==> src/rtl/pong_pkg.sv <==
// Shared Pong constants: VGA timing offsets, coordinate widths, goal FSM encoding
// and the per-frame object position payload.
package pong_pkg;

  localparam int unsigned H_OFFSET    = 144;
  localparam int unsigned V_OFFSET    = 35;
  localparam int unsigned H_ACTIVE    = 640;
  localparam int unsigned V_ACTIVE    = 480;

  localparam int unsigned CNT_W       = 12;
  localparam int unsigned COORD_W     = 13;
  localparam int unsigned FLASH_CNT_W = 8;
  localparam int unsigned FRAME_CNT_W = 8;

  typedef enum logic {
    PLAY  = 1'b0,
    FLASH = 1'b1
  } goal_state_t;

  typedef struct packed {
    logic [CNT_W-1:0] paddle_1;
    logic [CNT_W-1:0] paddle_2;
    logic [CNT_W-1:0] ball_x;
    logic [CNT_W-1:0] ball_y;
  } positions_t;

endpackage

==> src/rtl/pong_goal_fsm.sv <==
// Goal flash controller: holds FLASH for a number of frame boundaries after each goal,
// latching which half of the screen should flash.
module pong_goal_fsm
  import pong_pkg::*;
#(
  parameter int unsigned FLASH_FRAMES = 30
) (
  input  logic        clk,
  input  logic        rst,
  input  logic        frame,
  input  logic        goal_pulse,
  input  logic        goal_side,
  output goal_state_t state,
  output logic        flash_side,
  output logic        flashing
);

  localparam logic [FLASH_CNT_W-1:0] LOAD = FLASH_CNT_W'(FLASH_FRAMES);

  goal_state_t            state_n;
  logic [FLASH_CNT_W-1:0] cnt;
  logic [FLASH_CNT_W-1:0] cnt_n;
  logic                   side_n;

  always_ff @(posedge clk) begin
    if (rst) begin
      state      <= PLAY;
      cnt        <= '0;
      flash_side <= 1'b0;
      flashing   <= 1'b0;
    end else begin
      state      <= state_n;
      cnt        <= cnt_n;
      flash_side <= side_n;
      flashing   <= (state == FLASH);
    end
  end

  // A goal always (re)starts the flash, even on the boundary that would end it.
  always_comb begin
    state_n = state;
    cnt_n   = cnt;
    side_n  = flash_side;
    case (state)
      PLAY: begin
        if (goal_pulse) begin
          state_n = FLASH;
          cnt_n   = LOAD;
          side_n  = goal_side;
        end
      end
      FLASH: begin
        if (goal_pulse) begin
          cnt_n  = LOAD;
          side_n = goal_side;
        end else if (frame) begin
          if (cnt <= FLASH_CNT_W'(1)) begin
            state_n = PLAY;
            cnt_n   = '0;
          end else begin
            cnt_n = cnt - FLASH_CNT_W'(1);
          end
        end
      end
      default: begin
        state_n = PLAY;
        cnt_n   = '0;
      end
    endcase
  end

endmodule

==> src/rtl/pong_renderer.sv <==
// Pong pixel generator: two-stage pipeline from raster counters to RGB, drawing border,
// serving line, paddles and ball from frame-latched positions, plus the goal flash.
module pong_renderer #(
  parameter int unsigned COLOR_W      = 4,
  parameter int unsigned H_OFFSET     = 144,
  parameter int unsigned V_OFFSET     = 35,
  parameter int unsigned H_ACTIVE     = 640,
  parameter int unsigned V_ACTIVE     = 480,
  parameter int unsigned BORDER       = 10,
  parameter int unsigned PADDLE_LEN   = 50,
  parameter int unsigned PADDLE_THK   = 10,
  parameter int unsigned BALL_SIDE    = 10,
  parameter int unsigned FLASH_FRAMES = 30,
  parameter int unsigned BLINK_SHIFT  = 3
) (
  input  logic               clk,
  input  logic               rst,
  input  logic [11:0]        h_cnt,
  input  logic [11:0]        v_cnt,
  input  logic               active,
  input  logic [11:0]        paddle_1,
  input  logic [11:0]        paddle_2,
  input  logic [11:0]        ball_x,
  input  logic [11:0]        ball_y,
  input  logic               serve,
  input  logic               goal_pulse,
  input  logic               goal_side,
  output logic [COLOR_W-1:0] red,
  output logic [COLOR_W-1:0] green,
  output logic [COLOR_W-1:0] blue,
  output logic               flashing
);

  import pong_pkg::*;

  localparam int unsigned CW = COORD_W;
  localparam logic [COLOR_W-1:0] CMAX = '1;

  localparam logic [CW-1:0] BORDER_L  = CW'(H_OFFSET + BORDER);
  localparam logic [CW-1:0] BORDER_R  = CW'(H_OFFSET + H_ACTIVE - BORDER - 1);
  localparam logic [CW-1:0] BORDER_T  = CW'(V_OFFSET + BORDER);
  localparam logic [CW-1:0] BORDER_B  = CW'(V_OFFSET + V_ACTIVE - BORDER - 1);
  localparam logic [CW-1:0] NET_LO    = CW'(H_OFFSET + H_ACTIVE/2 - BORDER/2);
  localparam logic [CW-1:0] NET_HI    = CW'(H_OFFSET + H_ACTIVE/2 + BORDER/2);
  localparam logic [CW-1:0] HALF_H    = CW'(H_OFFSET + H_ACTIVE/2);
  localparam logic [CW-1:0] LPAD_LO   = CW'(H_OFFSET + 4*BORDER);
  localparam logic [CW-1:0] LPAD_HI   = CW'(H_OFFSET + 4*BORDER + PADDLE_THK);
  localparam logic [CW-1:0] RPAD_HI   = CW'(H_OFFSET + H_ACTIVE - 1 - 4*BORDER);
  localparam logic [CW-1:0] RPAD_LO   = CW'(H_OFFSET + H_ACTIVE - 1 - 4*BORDER - PADDLE_THK);

  logic                   frame;
  positions_t             shadow;
  logic [FRAME_CNT_W-1:0] frame_cnt;
  logic [CW-1:0]          h;
  logic [CW-1:0]          v;
  logic [CW-1:0]          p1_top;
  logic [CW-1:0]          p2_top;
  logic [CW-1:0]          ball_l;
  logic [CW-1:0]          ball_t;
  logic                   border_hit;
  logic                   net_hit;
  logic                   lpad_hit;
  logic                   rpad_hit;
  logic                   ball_hit;
  logic                   blink_off;
  logic                   hit_q;
  logic                   active_q;
  logic                   left_q;
  goal_state_t            state;
  logic                   flash_side;
  logic                   flash_px;

  assign frame = (h_cnt == 12'd0) && (v_cnt == 12'd0);

  // Positions only move on frame boundaries so a frame is never drawn half old, half new.
  always_ff @(posedge clk) begin
    if (rst) begin
      shadow    <= '0;
      frame_cnt <= '0;
    end else if (frame) begin
      shadow    <= '{paddle_1: paddle_1, paddle_2: paddle_2, ball_x: ball_x, ball_y: ball_y};
      frame_cnt <= frame_cnt + FRAME_CNT_W'(1);
    end
  end

  assign h      = CW'(h_cnt);
  assign v      = CW'(v_cnt);
  assign p1_top = CW'(V_OFFSET) + CW'(shadow.paddle_1);
  assign p2_top = CW'(V_OFFSET) + CW'(shadow.paddle_2);
  assign ball_l = CW'(H_OFFSET) + CW'(shadow.ball_x);
  assign ball_t = CW'(V_OFFSET) + CW'(shadow.ball_y);

  assign border_hit = (h < BORDER_L) || (h > BORDER_R) || (v < BORDER_T) || (v > BORDER_B);
  assign net_hit    = (h > NET_LO) && (h < NET_HI);
  assign lpad_hit   = (h > LPAD_LO) && (h < LPAD_HI) &&
                      (v > p1_top) && (v < p1_top + CW'(PADDLE_LEN));
  assign rpad_hit   = (h > RPAD_LO) && (h < RPAD_HI) &&
                      (v > p2_top) && (v < p2_top + CW'(PADDLE_LEN));
  assign blink_off  = serve && frame_cnt[BLINK_SHIFT];
  assign ball_hit   = !blink_off &&
                      (h > ball_l) && (h < ball_l + CW'(BALL_SIDE)) &&
                      (v > ball_t) && (v < ball_t + CW'(BALL_SIDE));

  always_ff @(posedge clk) begin
    if (rst) begin
      hit_q    <= 1'b0;
      active_q <= 1'b0;
      left_q   <= 1'b0;
    end else begin
      hit_q    <= border_hit || net_hit || lpad_hit || rpad_hit || ball_hit;
      active_q <= active;
      left_q   <= (h < HALF_H);
    end
  end

  pong_goal_fsm #(
    .FLASH_FRAMES(FLASH_FRAMES)
  ) u_goal_fsm (
    .clk       (clk),
    .rst       (rst),
    .frame     (frame),
    .goal_pulse(goal_pulse),
    .goal_side (goal_side),
    .state     (state),
    .flash_side(flash_side),
    .flashing  (flashing)
  );

  assign flash_px = (state == FLASH) && (flash_side ? !left_q : left_q);

  always_ff @(posedge clk) begin
    if (rst) begin
      red   <= '0;
      green <= '0;
      blue  <= '0;
    end else if (!active_q) begin
      red   <= '0;
      green <= '0;
      blue  <= '0;
    end else if (hit_q) begin
      red   <= CMAX;
      green <= CMAX;
      blue  <= CMAX;
    end else begin
      red   <= flash_px ? CMAX : '0;
      green <= '0;
      blue  <= '0;
    end
  end

endmodule

==> config.mk <==
export PLATFORM = sky130hd
export DESIGN_NAME = pong_renderer
export DESIGN_NICKNAME = d
export VERILOG_FILES = /design/src/rtl/pong_pkg.sv /design/src/rtl/pong_goal_fsm.sv /design/src/rtl/pong_renderer.sv
export SDC_FILE = /design/constraint.sdc
export NUM_CORES = 1
export LEC_CHECK = 0
export ABC_AREA = 0
export BUFFER_PORTS_ARGS = -buffer_cell sky130_fd_sc_hd__buf_2
export CORE_MARGIN = 4
export CORE_UTILIZATION = 40
export DETAILED_ROUTE_END_ITERATION = 16
export SETUP_SLACK_MARGIN = 0.2
export SLEW_MARGIN = 15
export SYNTH_ARGS = -nofsm -noshare
export SYNTH_HDL_FRONTEND = slang
export SYNTH_SLANG_ARGS = --single-unit
==> constraint.sdc <==
create_clock -name clk -period 3.4 [get_ports clk]
set_input_delay 0.68 -clock clk [delete_from_list [all_inputs] [get_ports clk]]
set_output_delay 0.68 -clock clk [all_outputs]
set_load 0.02 [all_outputs]
Yosys cells after proc, flatten, opt, wreduce, memory -nomap -nowiden --
Cells that the tools add are included.
Cells by class: add/sub/neg operators 10, multipliers 0, div/mod/pow operators 0, order comparisons 20, equal/unequal tests 2, shift operators 0, multiplexer cells 15, bitwise gates (word level) 2, reduce and logical (&&, ||, !) cells 27
Operators by type and width (number):
- 12-bit by 13-bit > comparator with 1-bit output | 4
- 12-bit by 13-bit < comparator with 1-bit output | 4
- 6-bit by 12-bit adder with 13-bit output (first input constant) | 3
- 8-bit two-way mux | 4
- 13-bit by 4-bit adder with 13-bit output (second input constant) | 2
- 13-bit by 6-bit adder with 13-bit output (second input constant) | 2
- 12-bit by 10-bit > comparator with 1-bit output (second input constant) | 2
- 12-bit by 9-bit > comparator with 1-bit output (second input constant) | 2
- 12-bit logical NOT | 2
- 12-bit by 8-bit < comparator with 1-bit output (second input constant) | 2
- 12-bit by 9-bit < comparator with 1-bit output (second input constant) | 2
- 8-bit case mux with 2 select lines | 1
- 1-bit logical AND | 14
- 8-bit by 12-bit adder with 13-bit output (first input constant) | 1
- 12-bit by 8-bit > comparator with 1-bit output (second input constant) | 1
- 12-bit by 10-bit < comparator with 1-bit output (second input constant) | 1
- 12-bit by 6-bit < comparator with 1-bit output (second input constant) | 1
- 4-bit two-way mux | 3
- 8-bit by 1-bit adder with 8-bit output (second input constant) | 1
- 8-bit by 1-bit <= comparator with 1-bit output (second input constant) | 1
- 8-bit by 1-bit subtractor with 8-bit output (second input constant) | 1
- 1-bit logical OR | 7
- 1-bit two-way mux | 6
- 3-bit != test (second input constant) | 1
- 6 further kinds | 8
Word-level totals: bits in registers 78, bits in latches 0, memory bits (writable) 0, bits in read-only memories 0, bits of input ports 78, output and inout bits 13, logic and storage cells 90, memories 0

Depth between registers and ports, before layout --
word-level depth 8, gate-level depth with buffers 18, gate-level depth less buffers 17

Hierarchy --
From an unflattened synthesis, not the netlist that was laid out.
Unflattened totals: cells, all modules 880, area total of the unflattened synthesis 6737.7 sq um
By module, submodules not included:
- pong_renderer | instances 1, cells each 814, area each 6170.9 sq um, seq. area each 1141.1 sq um
- pong_goal_fsm | instances 1, cells each 66, area each 566.8 sq um, seq. area each 220.2 sq um

Worst setup path after synthesis --
No wires, ideal clock.
kind flip-flop to flip-flop, from register shadow[24] in the netlist's numbering, to register hit_q, library setup time 0.064 ns, arrival time 2.928 ns, required time 3.336 ns, path slack 0.408 ns, cell stages (with the launch flop) 16, buffers on the path 1, period minus slack after synthesis 2.992 ns, cell sequence dfxtp_1 inv_1 ha_1 clkbuf_1 nor2b_1 nor2_1 xnor2_1 xnor2_1 ha_1 a21o_1 a21o_1 a21o_1 a21oi_1 a31oi_1 a2111o_1 nand4_1
Between the ends: longest elaborated chain between the ends 6, elaborated cells between the ends (all ways) 8, classes of those cells add/sub (2); order compare (2); reduce/logical (4)
Ends and longest elaborated chain:
- start, declared | RTL line pong_renderer.sv:52 | positions_t shadow;
- start signal, assigned | RTL line pong_renderer.sv:81 | shadow <= '{paddle_1: paddle_1, paddle_2: paddle_2, ball_x: ball_x, ball_y: ball_y};
- 6-bit by 12-bit adder with 13-bit output * | RTL line pong_renderer.sv:89 | assign p2_top = CW'(V_OFFSET) + CW'(shadow.paddle_2);
- 13-bit by 6-bit adder with 13-bit output / 12-bit by 13-bit > comparator with 1-bit output (equally long branches) | RTL line pong_renderer.sv:98 | (v > p2_top) && (v < p2_top + CW'(PADDLE_LEN));
- 12-bit by 13-bit < comparator with 1-bit output / 1-bit logical AND (equally long branches) | RTL line pong_renderer.sv:98, pong_renderer.sv:97
- 1-bit logical AND * | RTL line pong_renderer.sv:98
- 1-bit logical OR * (2 in a row) | RTL line pong_renderer.sv:110 | hit_q <= border_hit || net_hit || lpad_hit || rpad_hit || ball_hit;
- end signal, assigned | RTL line pong_renderer.sv:110
- end, declared | RTL line pong_renderer.sv:66 | logic hit_q;
Every way passes the cells marked *; elsewhere a longest branch is shown, timed or not. A chain may end at the register's enable or synchronous reset.

Final worst setup path --
from register shadow[0] in the netlist's numbering, to register hit_q
Between the ends: longest elaborated chain between the ends 5, elaborated cells between the ends (all ways) 7, classes of those cells add/sub (2); order compare (2); reduce/logical (3)
Ends and longest elaborated chain:
- 6-bit by 12-bit adder with 13-bit output * | RTL line pong_renderer.sv:91 | assign ball_t = CW'(V_OFFSET) + CW'(shadow.ball_y);
- 13-bit by 4-bit adder with 13-bit output / 12-bit by 13-bit > comparator with 1-bit output (equally long branches) | RTL line pong_renderer.sv:102 | (v > ball_t) && (v < ball_t + CW'(BALL_SIDE));
- 12-bit by 13-bit < comparator with 1-bit output / 1-bit logical AND (equally long branches) | RTL line pong_renderer.sv:102, pong_renderer.sv:101
- 1-bit logical AND * | RTL line pong_renderer.sv:102
- 1-bit logical OR * | RTL line pong_renderer.sv:110
Marked as above.

==> metrics.txt <==
outcome completed; initial core utilization 0.406; gr ovfl total 0; Die Area 18,900 um^2; Slew HR 0.637; number of iterations in the first detailed-routing pass 4; DRC viols 0; Yosys cell types 64; EDFF count, synth 0; clk slew on worst S/H paths 0.06 ns; Tot Pwr 2.08 mW; clk_lat worst skew 0.35 ns; Critical Path RT 3.69 ns; Reg area 1370 um^2; nets@finish ~1.1k; ANT nets after route 0; Area Growth Syn to Fin 16.0%; Synth Area per Inst 7.56 um^2; simple-gate area share of the yosys netlist 0.243; Post-Synth XOR/XNOR Area 0.103; vias in the first global route slightly above 6k; largest family of logic cells by synthesized area simple AND/OR/NAND/NOR gates; Final Slew Violations 0; WL per Instance 15.7 um; Root Driver clkbuf_16; commonest cells after routing, fill and taps aside nand2_1, ha_1, buf_2; First DRT Iteration DRCs around 360; core area approximately 17,000 um^2; final setup vio count 0; Vias 6,425; num ports 91; initial antenna violation count 0; max-cap viol count 0; CTS Hold Bufs 0; commonest non-fill, non-tap cell in the layout nand2_1; CTS tree built; Async S/R FF share, synth 0; grt peak-use layer met2; clock group share of total power 0.470; H-tree depth 3; RSZ-0062 raised after global routing false; met1 Track Usage GR 0.272; routed vias/inst approximately 5.4; register share of total power 0.392; Switching Fraction 0.271; wire length of the first global-routing pass ~30,000 um; Die W around 140 um; gr usage total 0.200; Clock Tree Buf Depth 2; Compound-Gate Fraction of Synth Area 0.201; largest net degree at the start of global routing 39; wirelength, routed 18,600 um; post-synthesis mux area share 0.00149; Ys Warns 0; Tmin final between 3 and 4 ns; Critical Path Source Type flop; Crit Path Class flop to flop; Max Fclk 327 MHz; Port Buf Inserts 90; Max FO, Critical Path 7; row count 47; net count after synthesis approximately 1.1k; Post-Synth Adder-Cell Area 0.194; Tcrit/Tclk final 0.899; Setup TNS 0 ns; GR met3 Demand/Resource 0.0325; Least-Margin Pin Slew 0.541 ns; post-synthesis sequential area ratio 0.203; skew final between 0.009 and 0.01 ns; Num CTS Buffers 9; Worst EP arrival 3.34 ns; Worst setup EP type flop; # diodes 0; Cell Int Power 1.51 mW; Multi-input gate area 5100 um^2; share of cells above drive strength 1 0.167; Post-Syn Area 6720 um^2; VDD IR-drop max 0.220 mV; P_sw around 0.56 mW; die height 138 um; endpoints failing hold 0; Logic pwr share 0.138; Mapped Cells 888; Final Wtd Congestion 0.960; Clock Sinks 68; Filler cells 1,705; DP Wirelength 14,300 um; Leak between 3 and 4 nW; grt met2 use 0.329; ys flop type dfxtp_1; #FFs+latches synth about 70; PwrDens 267 nW/um^2; HP Class flop to flop
==> repair_timing <==
item,in CTS,in global routing
endpoints found under the setup margin,1,1
pin swaps,0,9
buffers inserted,0,3
gates resized for setup,1,28
==> cell type report <==
cell class / count / share of cell area
clock inverter: 6 / 0.00819
inverter: 38 / 0.0183
timing repair buffer: 110 / 0.0771
multi-input combinational: 734 / 0.655
tap: 220 / 0.0353
clock buffer: 10 / 0.0307
sequential: 68 / 0.175
==> final timing paths <==
kind / from / end / slack (ns) / depth (start not counted)
hold / removal: shadow[12] / shadow[12] / 0.47 / 2
setup reg to reg: shadow[0] / hit_q / 0.34 / 14
hold reg to reg: shadow[12] / shadow[12] / 0.47 / 2
setup / recovery: shadow[0] / hit_q / 0.34 / 14
==> state kept, by name (all words and copies together) (netlist names) <==
name and cells:
active_q 1, blue 1, frame_cnt 4, hit_q 1
left_q 1, red 1, shadow 48, u_goal_fsm.cnt 8
u_goal_fsm.flash_side 1, u_goal_fsm.flashing 1, u_goal_fsm.state 1
==> power groups by stage <==
stage | logic (mW) | registers, mW | clock network, mW
floorplan | 0.156 | 0.829 | 0
global placement | 0.283 | 0.831 | 0
detailed placement | 0.282 | 0.831 | 0
CTS | 0.284 | 0.813 | 1.01
global route | 0.324 | 0.814 | 1.03
finish | 0.286 | 0.813 | 0.976
==> kinds of logic (layout without fill, tap and decap cells) <==
group,Yosys count,count (layout)
fa+ha+maj,104,104
buf+inv,86,164
xor+xnor,79,79
compound gates,214,214
simple gates,336,336
mux,1,1
flops,68,68
==> worst max-delay path, stage by stage (launching register included) <==
cell	delay [ns]
dfxtp_1	0.38
inv_1	0.08
ha_1	0.27
nand4b_1	0.26
nand2_2	0.16
nand3_1	0.19
xor2_2	0.30
ha_1	0.29
nand3_1	0.11
o41ai_1	0.09
nor3_1	0.34
o211ai_1	0.17
a31oi_1	0.17
o2111ai_1	0.12
nand4_1	0.09
==> through the flow <==
stage	hold WS, ns	std cells	setup slack (ns)	util	cell area (um^2)
6_report	0.473	1186	0.343	0.471	7790
5_1_grt	0.496	1186	0.180	0.471	7790
4_1_cts	0.479	1183	0.203	0.463	7650
2_1_floorplan	0.440	888	0.408	-	6720
3_5_place_dp	0.470	1167	0.186	0.444	7340
3_3_place_gp	0.467	1167	0.258	0.444	7340
==> synth_stat cells, types with 4 or more instances <==
| library cell | number | area share |
|---|---|---|
| and3_1 | 4 | 0.0037 |
| o21ai_0 | 33 | 0.025 |
| or3_1 | 7 | 0.0065 |
| nor3_1 | 21 | 0.016 |
| o22ai_1 | 5 | 0.0047 |
| dfxtp_1 | 68 | 0.20 |
| nor2b_1 | 15 | 0.014 |
| inv_1 | 38 | 0.021 |
| o21a_1 | 11 | 0.012 |
| nand2b_1 | 8 | 0.0075 |
| xnor2_1 | 42 | 0.055 |
| a21o_1 | 10 | 0.011 |
| buf_2 | 10 | 0.0075 |
| buf_4 | 10 | 0.011 |
| a31oi_1 | 9 | 0.0084 |
| nand3_1 | 21 | 0.016 |
| nand2_1 | 150 | 0.084 |
| a211oi_1 | 7 | 0.0078 |
| and3b_1 | 4 | 0.0052 |
| o2111ai_1 | 9 | 0.012 |
| xor2_1 | 37 | 0.048 |
| nand3b_1 | 6 | 0.0067 |
| nor4_1 | 5 | 0.0047 |
| nand4_1 | 15 | 0.014 |
| clkbuf_1 | 28 | 0.016 |
| nor4b_1 | 4 | 0.0052 |
| o211ai_1 | 13 | 0.015 |
| nor3b_1 | 5 | 0.0056 |
| nor2_1 | 52 | 0.029 |
| a21oi_1 | 86 | 0.064 |
| ha_1 | 104 | 0.19 |
==> layer usage <==
metal / routed length (um) / vias to the layer above
met1: 8760 / 2952
met2: 8600 / 139
met3: 984 / 17
met5: 0 / -
met4: 255 / 0
li1: - / 3317
Note: power is estimated with default switching activity, not from simulation.
